### src/rtl/stage3_ex_pkg.sv
// Shared constants for the execute stage: bus widths, ID->EX field offsets, op encodings.
package stage3_ex_pkg;

  localparam int unsigned DsToEsW = 153;
  localparam int unsigned EsToMsW = 71;
  localparam int unsigned EsToDsW = 39;

  // ID->EX bus field offsets
  localparam int unsigned DsPcLsb       = 0;
  localparam int unsigned DsRjLsb       = 32;
  localparam int unsigned DsRkdLsb      = 64;
  localparam int unsigned DsImmLsb      = 96;
  localparam int unsigned DsDestLsb     = 128;
  localparam int unsigned DsGrWe        = 133;
  localparam int unsigned DsMemWe       = 134;
  localparam int unsigned DsAluOpLsb    = 135;
  localparam int unsigned DsSrc1IsPc    = 147;
  localparam int unsigned DsSrc2IsImm   = 148;
  localparam int unsigned DsResFromMem  = 149;
  localparam int unsigned DsMdOpLsb     = 150;

  // One-hot ALU op bit indices
  localparam int unsigned AluAdd  = 0;
  localparam int unsigned AluSub  = 1;
  localparam int unsigned AluSlt  = 2;
  localparam int unsigned AluSltu = 3;
  localparam int unsigned AluAnd  = 4;
  localparam int unsigned AluNor  = 5;
  localparam int unsigned AluOr   = 6;
  localparam int unsigned AluXor  = 7;
  localparam int unsigned AluSll  = 8;
  localparam int unsigned AluSrl  = 9;
  localparam int unsigned AluSra  = 10;
  localparam int unsigned AluLui  = 11;

  typedef enum logic [2:0] {
    MdNone   = 3'd0,
    MdMulW   = 3'd1,
    MdMulhW  = 3'd2,
    MdMulhWu = 3'd3,
    MdDivW   = 3'd4,
    MdModW   = 3'd5,
    MdDivWu  = 3'd6,
    MdModWu  = 3'd7
  } md_op_e;

  typedef enum logic [1:0] {
    DivIdle = 2'd0,
    DivBusy = 2'd1,
    DivDone = 2'd2
  } div_state_e;

  // Every divide/modulo encoding has bit 2 set.
  function automatic logic md_is_div(input md_op_e op);
    return op[2];
  endfunction

endpackage

### src/rtl/ex_divider.sv
// Restoring radix-2 divider: 32 iteration cycles after a start pulse, q/r held until next start.
module ex_divider
  import stage3_ex_pkg::*;
(
  input  logic        clk,
  input  logic        resetn,
  input  logic        start,
  input  logic        is_signed,
  input  logic [31:0] a,
  input  logic [31:0] b,
  output logic        busy,
  output logic        done,
  output logic [31:0] q,
  output logic [31:0] r
);

  logic        busy_q, busy_d;
  logic [4:0]  cnt_q, cnt_d;
  logic [31:0] rem_q, rem_d;
  logic [31:0] quo_q, quo_d;
  logic [31:0] dvs_q, dvs_d;
  logic        q_neg_q, q_neg_d;
  logic        r_neg_q, r_neg_d;
  logic        b_zero_q, b_zero_d;

  logic [32:0] shifted;
  logic [32:0] diff;
  logic        ge;

  // Iteration datapath: shift next dividend bit into the remainder, subtract if it fits.
  always_comb begin
    shifted = {rem_q, quo_q[31]};
    diff    = shifted - {1'b0, dvs_q};
    ge      = (shifted >= {1'b0, dvs_q});
  end

  // Next-state: load magnitudes on start, otherwise step while busy.
  always_comb begin
    busy_d   = busy_q;
    cnt_d    = cnt_q;
    rem_d    = rem_q;
    quo_d    = quo_q;
    dvs_d    = dvs_q;
    q_neg_d  = q_neg_q;
    r_neg_d  = r_neg_q;
    b_zero_d = b_zero_q;
    if (start) begin
      busy_d   = 1'b1;
      cnt_d    = '0;
      rem_d    = '0;
      quo_d    = (is_signed && a[31]) ? (~a + 32'd1) : a;
      dvs_d    = (is_signed && b[31]) ? (~b + 32'd1) : b;
      q_neg_d  = is_signed & (a[31] ^ b[31]);
      r_neg_d  = is_signed & a[31];
      b_zero_d = (b == 32'd0);
    end else if (busy_q) begin
      rem_d = ge ? diff[31:0] : shifted[31:0];
      quo_d = {quo_q[30:0], ge};
      cnt_d = cnt_q + 5'd1;
      if (cnt_q == 5'd31) begin
        busy_d = 1'b0;
      end
    end
  end

  // State registers with synchronous active-low reset.
  always_ff @(posedge clk) begin
    if (!resetn) begin
      busy_q   <= 1'b0;
      cnt_q    <= '0;
      rem_q    <= '0;
      quo_q    <= '0;
      dvs_q    <= '0;
      q_neg_q  <= 1'b0;
      r_neg_q  <= 1'b0;
      b_zero_q <= 1'b0;
    end else begin
      busy_q   <= busy_d;
      cnt_q    <= cnt_d;
      rem_q    <= rem_d;
      quo_q    <= quo_d;
      dvs_q    <= dvs_d;
      q_neg_q  <= q_neg_d;
      r_neg_q  <= r_neg_d;
      b_zero_q <= b_zero_d;
    end
  end

  // done marks the final iteration cycle; q/r are valid from the following cycle.
  // With b=0 the remainder path shifts the whole dividend through, giving r=a naturally.
  always_comb begin
    busy = busy_q;
    done = busy_q & (cnt_q == 5'd31);
    q    = b_zero_q ? 32'hFFFF_FFFF : (q_neg_q ? (~quo_q + 32'd1) : quo_q);
    r    = r_neg_q ? (~rem_q + 32'd1) : rem_q;
  end

endmodule

### src/rtl/stage3_ex.sv
// Execute stage: ID->EX latch, ALU, single-cycle multiplier, iterative divider, data-SRAM request.
module stage3_ex
  import stage3_ex_pkg::*;
#(
  parameter int unsigned DS_TO_ES_W = DsToEsW,
  parameter int unsigned ES_TO_MS_W = EsToMsW,
  parameter int unsigned ES_TO_DS_W = EsToDsW
) (
  input  logic                  clk,
  input  logic                  resetn,
  input  logic                  ds_to_es_valid,
  output logic                  es_allow_in,
  input  logic [DS_TO_ES_W-1:0] ds_to_es_bus,
  input  logic                  ms_allow_in,
  output logic                  es_to_ms_valid,
  output logic [ES_TO_MS_W-1:0] es_to_ms_bus,
  output logic [ES_TO_DS_W-1:0] es_to_ds_bus,
  output logic                  data_sram_en,
  output logic [3:0]            data_sram_we,
  output logic [31:0]           data_sram_addr,
  output logic [31:0]           data_sram_wdata
);

  logic                  es_valid_q;
  logic [DS_TO_ES_W-1:0] bus_q;
  div_state_e            state_q, state_d;
  logic                  es_ready_go;
  logic                  div_start, div_busy, div_done;
  logic [31:0]           div_q, div_r;

  // Field decode of the latched bus
  logic [31:0] pc, rj, rkd, imm, src1, src2;
  logic [4:0]  dest;
  logic [11:0] alu_op;
  logic        gr_we, mem_we, src1_is_pc, src2_is_imm, res_from_mem, is_div, div_signed;
  md_op_e      md_op;

  assign pc           = bus_q[DsPcLsb +: 32];
  assign rj           = bus_q[DsRjLsb +: 32];
  assign rkd          = bus_q[DsRkdLsb +: 32];
  assign imm          = bus_q[DsImmLsb +: 32];
  assign dest         = bus_q[DsDestLsb +: 5];
  assign gr_we        = bus_q[DsGrWe];
  assign mem_we       = bus_q[DsMemWe];
  assign alu_op       = bus_q[DsAluOpLsb +: 12];
  assign src1_is_pc   = bus_q[DsSrc1IsPc];
  assign src2_is_imm  = bus_q[DsSrc2IsImm];
  assign res_from_mem = bus_q[DsResFromMem];
  assign md_op        = md_op_e'(bus_q[DsMdOpLsb +: 3]);
  assign src1         = src1_is_pc ? pc : rj;
  assign src2         = src2_is_imm ? imm : rkd;
  assign is_div       = md_is_div(md_op);
  assign div_signed   = (md_op == MdDivW) || (md_op == MdModW);

  // Pipeline handshake
  assign es_ready_go    = !is_div || (state_q == DivDone);
  assign es_allow_in    = !es_valid_q || (es_ready_go && ms_allow_in);
  assign es_to_ms_valid = es_valid_q && es_ready_go;

  // Stage valid and bus latch.
  always_ff @(posedge clk) begin
    if (!resetn) begin
      es_valid_q <= 1'b0;
      bus_q      <= '0;
    end else begin
      if (es_allow_in) begin
        es_valid_q <= ds_to_es_valid;
      end
      if (ds_to_es_valid && es_allow_in) begin
        bus_q <= ds_to_es_bus;
      end
    end
  end

  // ALU: shared adder for add/sub/compare, AND-OR merge of the one-hot op results.
  logic        sub_like;
  logic [32:0] add_res;
  logic        slt_res, sltu_res;
  logic [31:0] alu_result;

  always_comb begin
    sub_like   = alu_op[AluSub] | alu_op[AluSlt] | alu_op[AluSltu];
    add_res    = {1'b0, src1} + {1'b0, (sub_like ? ~src2 : src2)} + {32'd0, sub_like};
    slt_res    = (src1[31] & ~src2[31]) | (~(src1[31] ^ src2[31]) & add_res[31]);
    sltu_res   = ~add_res[32];
    alu_result = '0;
    if (alu_op[AluAdd] || alu_op[AluSub]) alu_result |= add_res[31:0];
    if (alu_op[AluSlt])  alu_result |= {31'd0, slt_res};
    if (alu_op[AluSltu]) alu_result |= {31'd0, sltu_res};
    if (alu_op[AluAnd])  alu_result |= src1 & src2;
    if (alu_op[AluNor])  alu_result |= ~(src1 | src2);
    if (alu_op[AluOr])   alu_result |= src1 | src2;
    if (alu_op[AluXor])  alu_result |= src1 ^ src2;
    if (alu_op[AluSll])  alu_result |= src1 << src2[4:0];
    if (alu_op[AluSrl])  alu_result |= src1 >> src2[4:0];
    if (alu_op[AluSra])  alu_result |= $unsigned($signed(src1) >>> src2[4:0]);
    if (alu_op[AluLui])  alu_result |= src2;
  end

  // Multiplier: 66-bit operands so signed and unsigned share one product.
  logic        mul_signed;
  logic [65:0] mul_a, mul_b, mul_prod;

  always_comb begin
    mul_signed = (md_op == MdMulW) || (md_op == MdMulhW);
    mul_a      = {{34{mul_signed & rj[31]}}, rj};
    mul_b      = {{34{mul_signed & rkd[31]}}, rkd};
    mul_prod   = mul_a * mul_b;
  end

  // Result select: any md_op overrides the ALU.
  logic [31:0] result;

  always_comb begin
    case (md_op)
      MdNone:            result = alu_result;
      MdMulW:            result = mul_prod[31:0];
      MdMulhW, MdMulhWu: result = mul_prod[63:32];
      MdDivW, MdDivWu:   result = div_q;
      default:           result = div_r;
    endcase
  end

  // Divide FSM next-state; start pulses once from IDLE for a valid divide.
  always_comb begin
    state_d   = state_q;
    div_start = 1'b0;
    case (state_q)
      DivIdle: begin
        if (es_valid_q && is_div) begin
          div_start = 1'b1;
          state_d   = DivBusy;
        end
      end
      DivBusy: begin
        if (div_busy && div_done) state_d = DivDone;
      end
      DivDone: begin
        if (es_to_ms_valid && ms_allow_in) state_d = DivIdle;
      end
      default: state_d = DivIdle;
    endcase
  end

  // Divide FSM state register.
  always_ff @(posedge clk) begin
    if (!resetn) begin
      state_q <= DivIdle;
    end else begin
      state_q <= state_d;
    end
  end

  ex_divider u_divider (
    .clk       (clk),
    .resetn    (resetn),
    .start     (div_start),
    .is_signed (div_signed),
    .a         (rj),
    .b         (rkd),
    .busy      (div_busy),
    .done      (div_done),
    .q         (div_q),
    .r         (div_r)
  );

  // Memory request only on the handoff cycle so a stalled access is issued exactly once.
  logic es_we, es_block;

  always_comb begin
    data_sram_en    = es_valid_q & (mem_we | res_from_mem) & es_ready_go & ms_allow_in;
    data_sram_we    = {4{data_sram_en & mem_we}};
    data_sram_addr  = rj + imm;
    data_sram_wdata = rkd;
    es_we           = es_valid_q & gr_we;
    es_block        = res_from_mem | (is_div & (state_q != DivDone));
    es_to_ms_bus    = {res_from_mem, gr_we, dest, result, pc};
    es_to_ds_bus    = {es_we, dest, es_block, result};
  end

endmodule

### config.mk
export PLATFORM = sky130hd
export DESIGN_NAME = stage3_ex
export DESIGN_NICKNAME = d
export VERILOG_FILES = /design/src/rtl/stage3_ex_pkg.sv /design/src/rtl/ex_divider.sv /design/src/rtl/stage3_ex.sv
export SDC_FILE = /design/constraint.sdc
export NUM_CORES = 2
export LEC_CHECK = 0
export ABC_AREA = 1
export BUFFER_PORTS_ARGS = -buffer_cell sky130_fd_sc_hd__buf_2
export CAP_MARGIN = 20
export CORE_UTILIZATION = 34
export DETAILED_ROUTE_END_ITERATION = 7
export HOLD_SLACK_MARGIN = 0.03
export RECOVER_POWER = 50
export SETUP_SLACK_MARGIN = 0.2
export SLEW_MARGIN = 0
export SYNTH_ARGS = -nofsm -noshare
export SYNTH_HDL_FRONTEND = slang
export SYNTH_SLANG_ARGS = --single-unit
export TNS_END_PERCENT = 10
### constraint.sdc
create_clock -name clk -period 18.2 [get_ports clk]
set_clock_uncertainty 0.1 [all_clocks]
set_input_delay 2.73 -clock clk [delete_from_list [all_inputs] [get_ports clk]]
set_output_delay 2.73 -clock clk [all_outputs]
set_load 0.01 [all_outputs]
==> metrics.md <==
| Metric | Value |
|---|---|
| ANT nets after route | 0 |
| DP HPWL | 235 mm |
| Layout Nets | 10900 |
| Hold Path Depth | 2 |
| Reg-to-reg endpoint | bus_q[66] |
| First-pass GRT wire length | 425 mm |
| CTS Sinks | 261 |
| Clk slew on worst S/H paths | 0.07 ns |
| R2R Setup Slk | 10.02 ns |
| Final-report setup violation count | 0 |
| Max Clk Rate | 67.5 MHz |
| Cell count after synthesis | 9320 |
| Synthesized Nets | 11000 |
| Static Leakage | 34.7 nW |
| Placed Area | 69200 um2 |
| Synthesized area | 66100 um2 |
| Slowest CP cell | clkbuf_1 |
| Port Buffer Count | 337 |
| Total CTS buffers | 36 |
| Initial antenna violation count | 21 |
| Slew Limit Fails | 584 |
| Number of global-route vias before repair | 64100 |
| R2R depth | 10 |
| Rows | 161 |
| Vias per cell | 5.32 |
| CP most frequent cell | inv_1 |
| HP Class | reg2reg |
| Area Overhead vs Synth | 6.49% |
| Share of cells above drive strength 1 | 0.0688 |
| Async set or reset register ratio after synthesis | 0 |
| Crit Reg-Reg Startpoint | bus_q[152] |
| Drt initial violations | 5882 |
| DRC Markers | 0 |
| Final worst-path cycle share | 0.813 |
| Violations in the final reports | capacitance limit, slew limit |
| Most common cell after layout, fill and taps aside | nand2_1 |
| Crit path DAT | 11.97 ns |
| Register Area | 5280 um2 |
| Die H | 443 um |
| Ys flop type | dfxtp_1 |
| Pre-antenna DRT Iters | 6 |
| Clock buffer depth | 3 |
| Synthesis-stage register bit count | 261 |
| Syn_area_per_cell | 7.09 um2 |
| Tightest Pin Transition | 3.50 ns |
| Via count | 62900 |
| WL/cell | 24.4 um |
| Cells resized by post-CTS repair | 0 |
| Setup Crit Path Kind | reg2out |
| YS warnings | 0 |
| Post-CTS setup buffers | 0 |
| CP max FO | 37 |
| Die width | 443 um |
| Core ar. | 193000 um2 |
| Crit path capture type | output pin |
| Sequential share of the synthesized area | 0.0791 |
| CP Launch Type | flop |
| Synth unique cells | 64 |
| Number of synthesized flops with an enable pin | 0 |
| Critical path's largest stage delay | 2.10 ns |
| Critical Path RT | 15.37 ns |
| Worst hold start | u_divider.dvs_q[22] |
| Hold buffers post-CTS | 0 |
| Status | finished with violations |
| Fillcell total | 20500 |
| Die Area | 196000 um2 |
| Final Hold Vio Count | 0 |
| H-tree depth | 2 |
| Max-cap violation count | 14 |
| Most frequent cells in the layout | nand2_1 (2205), inv_1 (1989), fa_1 (1128) |
| # IOs | 338 |
| Pin count of the biggest net entering global routing | 88 |
| RSZ-0062 raised after global routing | false |
| Slew margin rel. | -1.35 |
| Drt total wl | 288 mm |
| Tmin final | 14.80 ns |
| Finished Cell Area | 70400 um2 |
| Worst Hold End | u_divider.dvs_q[22] |
| Clock Latency Late Sink | 0.66 ns |
| WHS | 0.354 ns |
| Root Driver | clkbuf_16 |
| CTS tree | yes |
| Setup TNS | 0 ns |
| P per Cell Area | 142 nW/um2 |
| IR drop worst, VDD | 0.391 mV |
| Gr usage total | 0.291 |
| Routability cong. | 1.04 |
| Multi-input gate area | 50500 um2 |
| Starting Density | 0.343 |
| Overflow after GRT | 0 |
[sequential cells by signal, summed over array words and instances, names as in the netlist]
signal / flops
bus_q: 153
u_divider.dvs_q: 32
u_divider.quo_q: 32
u_divider.rem_q: 32
u_divider.cnt_q: 5
state_q: 2
es_valid_q: 1
u_divider.b_zero_q: 1
u_divider.busy: 1
u_divider.q_neg_q: 1
u_divider.r_neg_q: 1
[cell usage after synthesis, types with 6 or more instances]
library cell  count  area [um2]
nand3b_1         26         195
o2111ai_1         9        78.8
a22o_1           13         114
o21a_1           17         128
inv_1          1989        7470
nor4_1           20         125
dfxtp_1         261        5230
nand4_1          77         482
nand2_1        2206        8280
a211oi_1         15         113
fa_1           1128       22600
o211ai_1         58         435
nand2_2           6        37.5
a21o_1           25         188
a21oi_1         456        2280
a31oi_1          32         200
o22ai_1          30         188
o21bai_1         18         135
a221oi_1         19         166
buf_6            15         169
buf_1            90         338
nand3_1         315        1580
buf_4           120         901
clkbuf_1        274        1030
o21ai_1         101         505
buf_2            75         375
o31ai_1           6        45.0
nor2_2           10        62.6
or2_2            45         282
xor2_1          103         902
nor3_2            6        60.1
o21ai_2          23         201
nor3_1           62         310
or2_1             8        50.1
xnor2_1          71         622
ha_1            379        4740
nor2_1          629        2360
o221ai_1          6        52.6
inv_2            15        56.3
o21ai_0         504        2520
mux2i_1          10         100
a21boi_0         10        75.1
[metal layers]
| layer | part of all wire | global-route usage |
|---|---|---|
| met1 | 0.41 | 0.380 |
| met2 | 0.46 | 0.473 |
| met3 | 0.067 | 0.0334 |
| met4 | 0.060 | 0.154 |
| met5 | 0.00011 | 0 |
[report_power, final]
part	internal (mW)	switching, mW
clock network	0.438	0.349
registers	0.641	0.134
logic	2.63	5.82
total	3.70	6.30
[worst max-delay path: cells and delay by family, from the launching register on]
kind	cells	cell delay, ns
DFF	1	0.31
adders and majority gates	9	4.58
AOI/OAI and AO/OA	2	0.58
buffers and inverters	11	4.19
and+or+nand+nor	8	1.66
[worst max-delay path by stage]
stage | from | end | slack (ns) | cells past startpoint
floorplan | bus_q[152] | es_to_ms_bus[62] | 7.26 | 37
global placement | bus_q[152] | es_to_ds_bus[31] | 5.42 | 34
detailed placement | bus_q[152] | es_to_ds_bus[9] | 5.37 | 27
CTS | bus_q[152] | es_to_ds_bus[9] | 4.66 | 27
global route | bus_q[75] | es_to_ds_bus[18] | 3.20 | 30
finish | bus_q[75] | es_to_ds_bus[18] | 3.40 | 30
[kinds of logic after synthesis]
logic type	synth area share
simple gates	0.212
buf+inv	0.157
fa+ha+maj	0.413
compound gates	0.115
flops	0.0791
xor+xnor	0.0231
mux	0.00151
[metrics by stage]
stage	setup slack, ns	instances	utilization	power (mW)
2_1_floorplan	7.26	9320	-	6.23
3_3_place_gp	5.42	11700	0.359	9.10
3_5_place_dp	5.37	11700	0.359	9.08
4_1_cts	4.66	11800	0.365	9.93
5_1_grt	3.20	11800	0.365	10.8
6_report	3.40	11800	0.365	10.0
[layout make-up]
type	instances	share of cell area
Inverter	2008	0.107
Antenna cell	20	0.000711
Timing Repair Buffer	469	0.0365
Sequential cell	261	0.0751
Clock buffer	48	0.0142
Clock inverter	17	0.00347
Multi-Input combinational cell	6475	0.718
Tap cell	2526	0.0449
(Power assumes the default switching activity.)
